$ cat src/rtl/regfile_param_if.sv
// Bundle of the register-file write, read, external-input and debug-scan
// signals shared between the processor datapath and the display logic.
interface regfile_param_if #(
  parameter int DATA_W = 32,
  parameter int ADDR_W = 5,
  parameter int EXT_W  = 8
);
  logic              ctrl_writeEnable;
  logic [ADDR_W-1:0] ctrl_writeReg;
  logic [DATA_W-1:0] data_writeReg;
  logic [ADDR_W-1:0] ctrl_readRegA;
  logic [ADDR_W-1:0] ctrl_readRegB;
  logic [DATA_W-1:0] data_readRegA;
  logic [DATA_W-1:0] data_readRegB;
  logic [EXT_W-1:0]  ext_data;
  logic              dbg_start;
  logic              dbg_ready;
  logic              dbg_valid;
  logic [ADDR_W-1:0] dbg_index;
  logic [DATA_W-1:0] dbg_data;
  logic              dbg_last;
  logic              dbg_busy;

  // Datapath / probe side: drives addresses, write data and scan control.
  modport master (
    output ctrl_writeEnable, ctrl_writeReg, data_writeReg,
    output ctrl_readRegA, ctrl_readRegB, ext_data, dbg_start, dbg_ready,
    input  data_readRegA, data_readRegB,
    input  dbg_valid, dbg_index, dbg_data, dbg_last, dbg_busy
  );

  // Register file side.
  modport slave (
    input  ctrl_writeEnable, ctrl_writeReg, data_writeReg,
    input  ctrl_readRegA, ctrl_readRegB, ext_data, dbg_start, dbg_ready,
    output data_readRegA, data_readRegB,
    output dbg_valid, dbg_index, dbg_data, dbg_last, dbg_busy
  );
endinterface

$ cat src/rtl/regfile_param.sv
// Parametrised register file: one write port, two combinational read ports,
// hardwired-zero register 0, a read-only external register, optional
// write-to-read bypass and a handshaked debug scan of every register.
module regfile_param #(
  parameter int DATA_W  = 32,
  parameter int ADDR_W  = 5,
  parameter int EXT_REG = 29,  // must be in 1..2^ADDR_W-1
  parameter int EXT_W   = 8,   // must not exceed DATA_W
  parameter int BYPASS  = 1
) (
  input logic           clock,
  input logic           ctrl_reset,
  regfile_param_if.slave bus
);
  localparam int NREGS = 1 << ADDR_W;
  localparam logic [ADDR_W-1:0] ZERO_ADDR = {ADDR_W{1'b0}};
  localparam logic [ADDR_W-1:0] ONE_ADDR  = {{(ADDR_W-1){1'b0}}, 1'b1};
  localparam logic [ADDR_W-1:0] LAST_ADDR = {ADDR_W{1'b1}};
  localparam logic [ADDR_W-1:0] EXT_ADDR  = ADDR_W'(EXT_REG);
  localparam logic [DATA_W-1:0] ZERO_DATA = {DATA_W{1'b0}};

  typedef enum logic [0:0] {
    ST_IDLE = 1'b0,
    ST_SCAN = 1'b1
  } scanState_t;

  logic [DATA_W-1:0] regArray_r [NREGS];
  logic [DATA_W-1:0] extWide_s;
  logic              writeOk_s;
  logic [DATA_W-1:0] readA_s;
  logic [DATA_W-1:0] readB_s;
  logic [ADDR_W-1:0] nextIdx_s;
  logic [DATA_W-1:0] snapData_s;

  scanState_t        scanState_r;
  logic              dbgValid_r;
  logic              dbgBusy_r;
  logic              dbgLast_r;
  logic [ADDR_W-1:0] dbgIndex_r;
  logic [DATA_W-1:0] dbgData_r;

  // Registers 0 and EXT_REG never take writes.
  function automatic logic isWritable(input logic [ADDR_W-1:0] addr);
    return (addr != ZERO_ADDR) && (addr != EXT_ADDR);
  endfunction

  // Architectural value of a register given its stored word and the live
  // external input; the stored word is ignored for the two special indices.
  function automatic logic [DATA_W-1:0] selectValue(
    input logic [ADDR_W-1:0] addr,
    input logic [DATA_W-1:0] stored,
    input logic [DATA_W-1:0] extVal
  );
    logic [DATA_W-1:0] value;
    if (addr == ZERO_ADDR) begin
      value = ZERO_DATA;
    end else if (addr == EXT_ADDR) begin
      value = extVal;
    end else begin
      value = stored;
    end
    return value;
  endfunction

  assign extWide_s = DATA_W'(bus.ext_data);
  assign writeOk_s = bus.ctrl_writeEnable && isWritable(bus.ctrl_writeReg);

  // Read port A: bypass only hits writable addresses, so special registers
  // are never bypassed.
  always_comb begin
    readA_s = ZERO_DATA;
    if ((BYPASS != 32'sd0) && writeOk_s && (bus.ctrl_readRegA == bus.ctrl_writeReg)) begin
      readA_s = bus.data_writeReg;
    end else begin
      readA_s = selectValue(bus.ctrl_readRegA, regArray_r[bus.ctrl_readRegA], extWide_s);
    end
  end

  // Read port B: identical to port A, fully independent.
  always_comb begin
    readB_s = ZERO_DATA;
    if ((BYPASS != 32'sd0) && writeOk_s && (bus.ctrl_readRegB == bus.ctrl_writeReg)) begin
      readB_s = bus.data_writeReg;
    end else begin
      readB_s = selectValue(bus.ctrl_readRegB, regArray_r[bus.ctrl_readRegB], extWide_s);
    end
  end

  assign bus.data_readRegA = readA_s;
  assign bus.data_readRegB = readB_s;

  // Snapshot source for the next scan beat: pre-edge stored contents, never bypassed.
  always_comb begin
    nextIdx_s  = dbgIndex_r + ONE_ADDR;
    snapData_s = selectValue(nextIdx_s, regArray_r[nextIdx_s], extWide_s);
  end

  // Register storage: reset clears everything, otherwise store writable writes.
  always_ff @(posedge clock) begin
    if (ctrl_reset) begin
      regArray_r <= '{default: ZERO_DATA};
    end else if (writeOk_s) begin
      regArray_r[bus.ctrl_writeReg] <= bus.data_writeReg;
    end
  end

  // Debug scan FSM; every dbg output is a register so ready/start never
  // reach the outputs combinationally.
  always_ff @(posedge clock) begin
    if (ctrl_reset) begin
      scanState_r <= ST_IDLE;
      dbgValid_r  <= 1'b0;
      dbgBusy_r   <= 1'b0;
      dbgLast_r   <= 1'b0;
      dbgIndex_r  <= ZERO_ADDR;
      dbgData_r   <= ZERO_DATA;
    end else begin
      case (scanState_r)
        ST_IDLE: begin
          if (bus.dbg_start) begin
            scanState_r <= ST_SCAN;
            dbgValid_r  <= 1'b1;
            dbgBusy_r   <= 1'b1;
            dbgLast_r   <= 1'b0;
            dbgIndex_r  <= ZERO_ADDR;
            dbgData_r   <= ZERO_DATA;
          end
        end
        ST_SCAN: begin
          if (bus.dbg_ready) begin
            if (dbgLast_r) begin
              scanState_r <= ST_IDLE;
              dbgValid_r  <= 1'b0;
              dbgBusy_r   <= 1'b0;
              dbgLast_r   <= 1'b0;
            end else begin
              dbgIndex_r <= nextIdx_s;
              dbgData_r  <= snapData_s;
              dbgLast_r  <= (nextIdx_s == LAST_ADDR);
            end
          end
        end
        default: begin
          scanState_r <= ST_IDLE;
          dbgValid_r  <= 1'b0;
          dbgBusy_r   <= 1'b0;
          dbgLast_r   <= 1'b0;
        end
      endcase
    end
  end

  assign bus.dbg_valid = dbgValid_r;
  assign bus.dbg_busy  = dbgBusy_r;
  assign bus.dbg_last  = dbgLast_r;
  assign bus.dbg_index = dbgIndex_r;
  assign bus.dbg_data  = dbgData_r;
endmodule

$ cat src/flat_wrapper.sv
// flat-port wrapper written by rule: the top's interface ports become plain ports
module regfile_param_flat 
#(
  parameter int DATA_W  = 32,
  parameter int ADDR_W  = 5,
  parameter int EXT_REG = 29,                             
  parameter int EXT_W   = 8,                            
  parameter int BYPASS  = 1
)
  (clock, ctrl_reset, bus_ctrl_writeEnable, bus_ctrl_writeReg, bus_data_writeReg, bus_ctrl_readRegA, bus_ctrl_readRegB, bus_ext_data, bus_dbg_start, bus_dbg_ready, bus_data_readRegA, bus_data_readRegB, bus_dbg_valid, bus_dbg_index, bus_dbg_data, bus_dbg_last, bus_dbg_busy);
  regfile_param_if #(.DATA_W(DATA_W), .ADDR_W(ADDR_W), .EXT_W(EXT_W)) bus_i ();
  input logic clock;
  input logic ctrl_reset;
  input wire logic [$bits(bus_i.ctrl_writeEnable)-1:0] bus_ctrl_writeEnable;
  input wire logic [$bits(bus_i.ctrl_writeReg)-1:0] bus_ctrl_writeReg;
  input wire logic [$bits(bus_i.data_writeReg)-1:0] bus_data_writeReg;
  input wire logic [$bits(bus_i.ctrl_readRegA)-1:0] bus_ctrl_readRegA;
  input wire logic [$bits(bus_i.ctrl_readRegB)-1:0] bus_ctrl_readRegB;
  input wire logic [$bits(bus_i.ext_data)-1:0] bus_ext_data;
  input wire logic [$bits(bus_i.dbg_start)-1:0] bus_dbg_start;
  input wire logic [$bits(bus_i.dbg_ready)-1:0] bus_dbg_ready;
  output wire logic [$bits(bus_i.data_readRegA)-1:0] bus_data_readRegA;
  output wire logic [$bits(bus_i.data_readRegB)-1:0] bus_data_readRegB;
  output wire logic [$bits(bus_i.dbg_valid)-1:0] bus_dbg_valid;
  output wire logic [$bits(bus_i.dbg_index)-1:0] bus_dbg_index;
  output wire logic [$bits(bus_i.dbg_data)-1:0] bus_dbg_data;
  output wire logic [$bits(bus_i.dbg_last)-1:0] bus_dbg_last;
  output wire logic [$bits(bus_i.dbg_busy)-1:0] bus_dbg_busy;
  assign bus_i.ctrl_writeEnable = bus_ctrl_writeEnable;
  assign bus_i.ctrl_writeReg = bus_ctrl_writeReg;
  assign bus_i.data_writeReg = bus_data_writeReg;
  assign bus_i.ctrl_readRegA = bus_ctrl_readRegA;
  assign bus_i.ctrl_readRegB = bus_ctrl_readRegB;
  assign bus_i.ext_data = bus_ext_data;
  assign bus_i.dbg_start = bus_dbg_start;
  assign bus_i.dbg_ready = bus_dbg_ready;
  assign bus_data_readRegA = bus_i.data_readRegA;
  assign bus_data_readRegB = bus_i.data_readRegB;
  assign bus_dbg_valid = bus_i.dbg_valid;
  assign bus_dbg_index = bus_i.dbg_index;
  assign bus_dbg_data = bus_i.dbg_data;
  assign bus_dbg_last = bus_i.dbg_last;
  assign bus_dbg_busy = bus_i.dbg_busy;
  regfile_param #(.DATA_W(DATA_W), .ADDR_W(ADDR_W), .EXT_REG(EXT_REG), .EXT_W(EXT_W), .BYPASS(BYPASS)) u_core (.clock(clock), .ctrl_reset(ctrl_reset), .bus(bus_i));
endmodule
$ cat config.mk
export PLATFORM = sky130hd
export DESIGN_NAME = regfile_param_flat
export DESIGN_NICKNAME = d
export VERILOG_FILES = /design/src/rtl/regfile_param_if.sv /design/src/rtl/regfile_param.sv /design/src/flat_wrapper.sv
export SDC_FILE = /design/constraint.sdc
export NUM_CORES = 2
export LEC_CHECK = 0
export CAP_MARGIN = 30
export CELL_PAD_IN_SITES_DETAIL_PLACEMENT = 0
export CELL_PAD_IN_SITES_GLOBAL_PLACEMENT = 2
export CORE_MARGIN = 3
export CORE_UTILIZATION = 35
export CTS_CLUSTER_DIAMETER = 150
export DETAILED_ROUTE_END_ITERATION = 8
export PLACE_DENSITY = 0.78
export SETUP_SLACK_MARGIN = 0.1
export SLEW_MARGIN = 30
export SYNTH_ARGS = -nofsm -noshare
export SYNTH_HDL_FRONTEND = slang
export SYNTH_SLANG_ARGS = --single-unit
$ cat constraint.sdc
create_clock -name clock -period 5.8 [get_ports clock]
set_input_delay 1.16 -clock clock [delete_from_list [all_inputs] [get_ports clock]]
set_output_delay 1.16 -clock clock [all_outputs]
set_load 0.02 [all_outputs]
==> results.toml <==
[drt]
wl_um = 292000
vias = 55400
route.detailed.drc = 0
drt-wirelength-per-cell_um = 33.5
vias_per_cell = 6.34
ant_nets = 0
drt_iter0_markers = 7558
first_pass_iters = 6

[critical_path]
max_stage_delay_ns = 0.59
required_ns = 4.64
critical_path.top_delay_family = "simple AND/OR/NAND/NOR gates"
crit_type = "in2out"
r2r-start = "u_core.bus.dbg_index[1]"
crit_top_cell = "nand2_1"
critical_path_buf_inv_count = 3
worst-r2r-setup-slack_ns = 2.14
worstSetupEndpointType = "output pin"
r2r_end = "u_core.bus.dbg_data[11]"
crit_fanout = 46
crit_path_start_kind = "input pin"
rr_worst_depth = 7
slowest_stage = "clkdlybuf4s50_1"
cp.arrival_ns = 4.50
crit_chain = "buf_8, nand2_1, or3_1, nand2_1, or2_1, buf_4, o31ai_2, clkdlybuf4s50_1"

[power]
ir_drop_mv = 0.334
power_density_nw_per_um2 = 247
leakage_nw = 22.4

[hold_path]
min_to = "u_core.bus.dbg_data[18]"
hold_depth = 2
min_from = "u_core.bus.dbg_data[18]"
hold_path_class = "reg2reg"

[synthesis]
syn-num-nets = 6462
syn-cell-area_um2 = 61700
synth_ff_type = "dfxtp_1"
synthCells = 6398
ys_types = 61
synth_area_per_cell_um2 = 9.64
synth_edf_count = 0
yosysSeqAreaShare_pct = 34.5
yosys.area.top_type = "dfxtp_1"
ys_ff_latch = 1064
ys_warn_count = 0
synthDominantCellAreaShare_pct = 34.5
synthTopCellsByArea = "dfxtp_1, mux4_2, nand2_1"
synthArstFlopShare_pct = 0

[place]
place_hpwl_um = 172000
portBuffers = 163
finalWeightedCongestion = 0.879

[global_route]
grt_max_degree = 198
antenna_found_initial = 8
track_usage_pct = 31.6
grt_pass1_vias = 52400
grt_pass1_wl_um = 410000
gr-total-overflow = 0

[floorplan]
design.die.area_um2 = 181000
die_h_um = 426
start_util_pct = 35.3
rows = 153
pin_count = 164
die_w_um = 426
core_area_um2 = 175000

[sta]
min_period_over_period_pct = 97.7
rsz0062_at_grt = "false"
max_slew.worst_pin.slew_ns = 1.22
slew_violations = 0
relSlewSlack_pct = 18.7
finalHoldViolCount = 0
setup_viol = 0
min_period_ns = 5.66
skew_ns = 0.0293
clock.fmax_ghz = 0.177
finalSetupTns_ns = 0

[flow_run]
cap_violations = 0

[clock_tree]
cts_tree = "yes"
post_cts.repair.setup_buffers = 0
clkTransAtPathRegs_ns = 0.06
htree_levels = 4
postCtsHoldBufs = 0
clock-root-buffer = "clkbuf_16"
clk_path_buf_depth = 3
worstSkewPairLatency_ns = 0.79
clock-sinks = 1064
numCtsBuffers = 132

[layout]
nNetsFinal = 6375
area_growth_pct = 15.0
final_layout_size_suffix_gt1_share_pct = 22.7
fin_util_pct = 40.6

[status]
status = "finished clean"
cells in the mapped netlist, types with 39 or more instances:
| library cell | count |
|---|---|
| nor2_1 | 308 |
| mux2i_1 | 217 |
| clkbuf_1 | 441 |
| dfxtp_1 | 1064 |
| nand2_1 | 1910 |
| o31ai_1 | 52 |
| buf_4 | 39 |
| a21oi_1 | 874 |
| buf_2 | 166 |
| a22oi_1 | 72 |
| nor2b_1 | 76 |
| mux4_2 | 827 |
| a32o_1 | 39 |
cell type report:
| cell class | count | area (um2) |
|---|---|---|
| fill | 16900 | 104000 |
| multi-input combinational | 4658 | 37900 |
| sequential | 1064 | 21300 |
| timing repair buffer | 453 | 4510 |
| clock buffer | 188 | 3800 |
| tap | 2325 | 2910 |
| clock inverter | 40 | 469 |
| antenna | 4 | 10.0 |
| inverter | 2 | 7.51 |
report_power, final:
| part | total (mW) | switching [mW] | internal (mW) |
|---|---|---|---|
| registers | 7.41 | 0.0526 | 7.36 |
| clock network | 8.36 | 3.50 | 4.87 |
| logic | 1.77 | 1.17 | 0.601 |
| total | 17.5 | 4.72 | 12.8 |
state kept, by name (all words and copies together), names as in the netlist:
name,flops
u_core.regArray_r,1024
u_core.bus.dbg_index,5
u_core.bus.dbg_valid,1
u_core.scanState_r,1
u_core.bus.dbg_data,32
u_core.bus.dbg_last,1
through the flow:
| step | cell area, um2 | std cells | hold slack (ns) | setup slack [ns] | power (mW) |
|---|---|---|---|---|---|
| global placement | 66500 | 8497 | 0.442 | -0.000994 | 9.30 |
| CTS | 70900 | 8730 | 0.459 | 0.151 | 17.6 |
| finish | 70900 | 8734 | 0.456 | 0.136 | 17.5 |
| global route | 70900 | 8731 | 0.493 | 0.124 | 18.0 |
| floorplan | 61700 | 6398 | 0.452 | 1.43 | 8.57 |
| detailed placement | 66700 | 8502 | 0.445 | 0.0316 | 9.31 |
worst max path at each step:
stage                       endpoint  cells after the start                  from
6_report       bus_data_readRegB[23]                      8  bus_ctrl_readRegB[0]
5_1_grt        bus_data_readRegB[15]                      8  bus_ctrl_readRegB[0]
4_1_cts        bus_data_readRegB[21]                      8  bus_ctrl_writeReg[1]
3_5_place_dp   bus_data_readRegB[23]                      8  bus_ctrl_writeReg[2]
3_3_place_gp   bus_data_readRegB[23]                      8  bus_ctrl_writeReg[2]
2_1_floorplan  bus_data_readRegA[11]                      8  bus_ctrl_writeReg[2]
worst register-to-register path, cell delays in order (launching register included):
cell and delay (ns):
dfxtp_1 0.61, inv_1 0.14, ha_4 0.87, buf_4 0.71, mux4_2 0.63, mux2i_1 0.20
a32o_1 0.26, o31ai_1 0.10
cell families (layout without fill, tap and decap cells):
| kind of cell | after synthesis | after routing | share of synthesized area (%) |
|---|---|---|---|
| and+or+nand+nor | 2415 | 2415 | 15.5 |
| other | 0 | 4 | 0 |
| AOI/OAI and AO/OA | 1147 | 1147 | 10.5 |
| buffers and inverters | 676 | 683 | 4.74 |
| muxes | 1077 | 1077 | 34.5 |
| adders and majority gates | 4 | 4 | 0.0811 |
| DFF | 1064 | 1064 | 34.5 |
| xor gates and xnor gates | 15 | 15 | 0.213 |
metal layers:
metal  global-route usage (%)  up-vias  wire length [um]
li1                         -    23000                 -
met1                     39.6    27800            108000
met2                     49.1     3638            133000
met3                     6.92      907             28900
met4                     20.7       10             22300
met5                        0        -                74
what timing repair did:
action / in CTS / in global routing
gates resized for setup: 1 / 1
endpoints found under the setup margin: 1 / 1
hold endpoints to repair: 0 / 0
placed cells by master (no fill, tap or decap), types with 11 or more instances in the layout:
cell type           n
a21oi_1           874
a22oi_1            72
a32o_1             39
and3_1             13
buf_12             50
buf_4             251
clkbuf_1           30
clkbuf_16         134
clkbuf_8           25
clkdlybuf4s50_1   139
clkinv_2           21
dfxtp_1          1063
mux2_2             27
mux2i_1           217
mux4_2            827
nand2_1          1883
nand2_2            25
nand3_1            22
nor2_1            278
nor2_4             33
nor2b_1            73
nor3_1             18
o21ai_0            30
o22ai_1            34
o31ai_1            51
xnor2_1            11
Note: power is estimated with default switching activity, not from simulation.
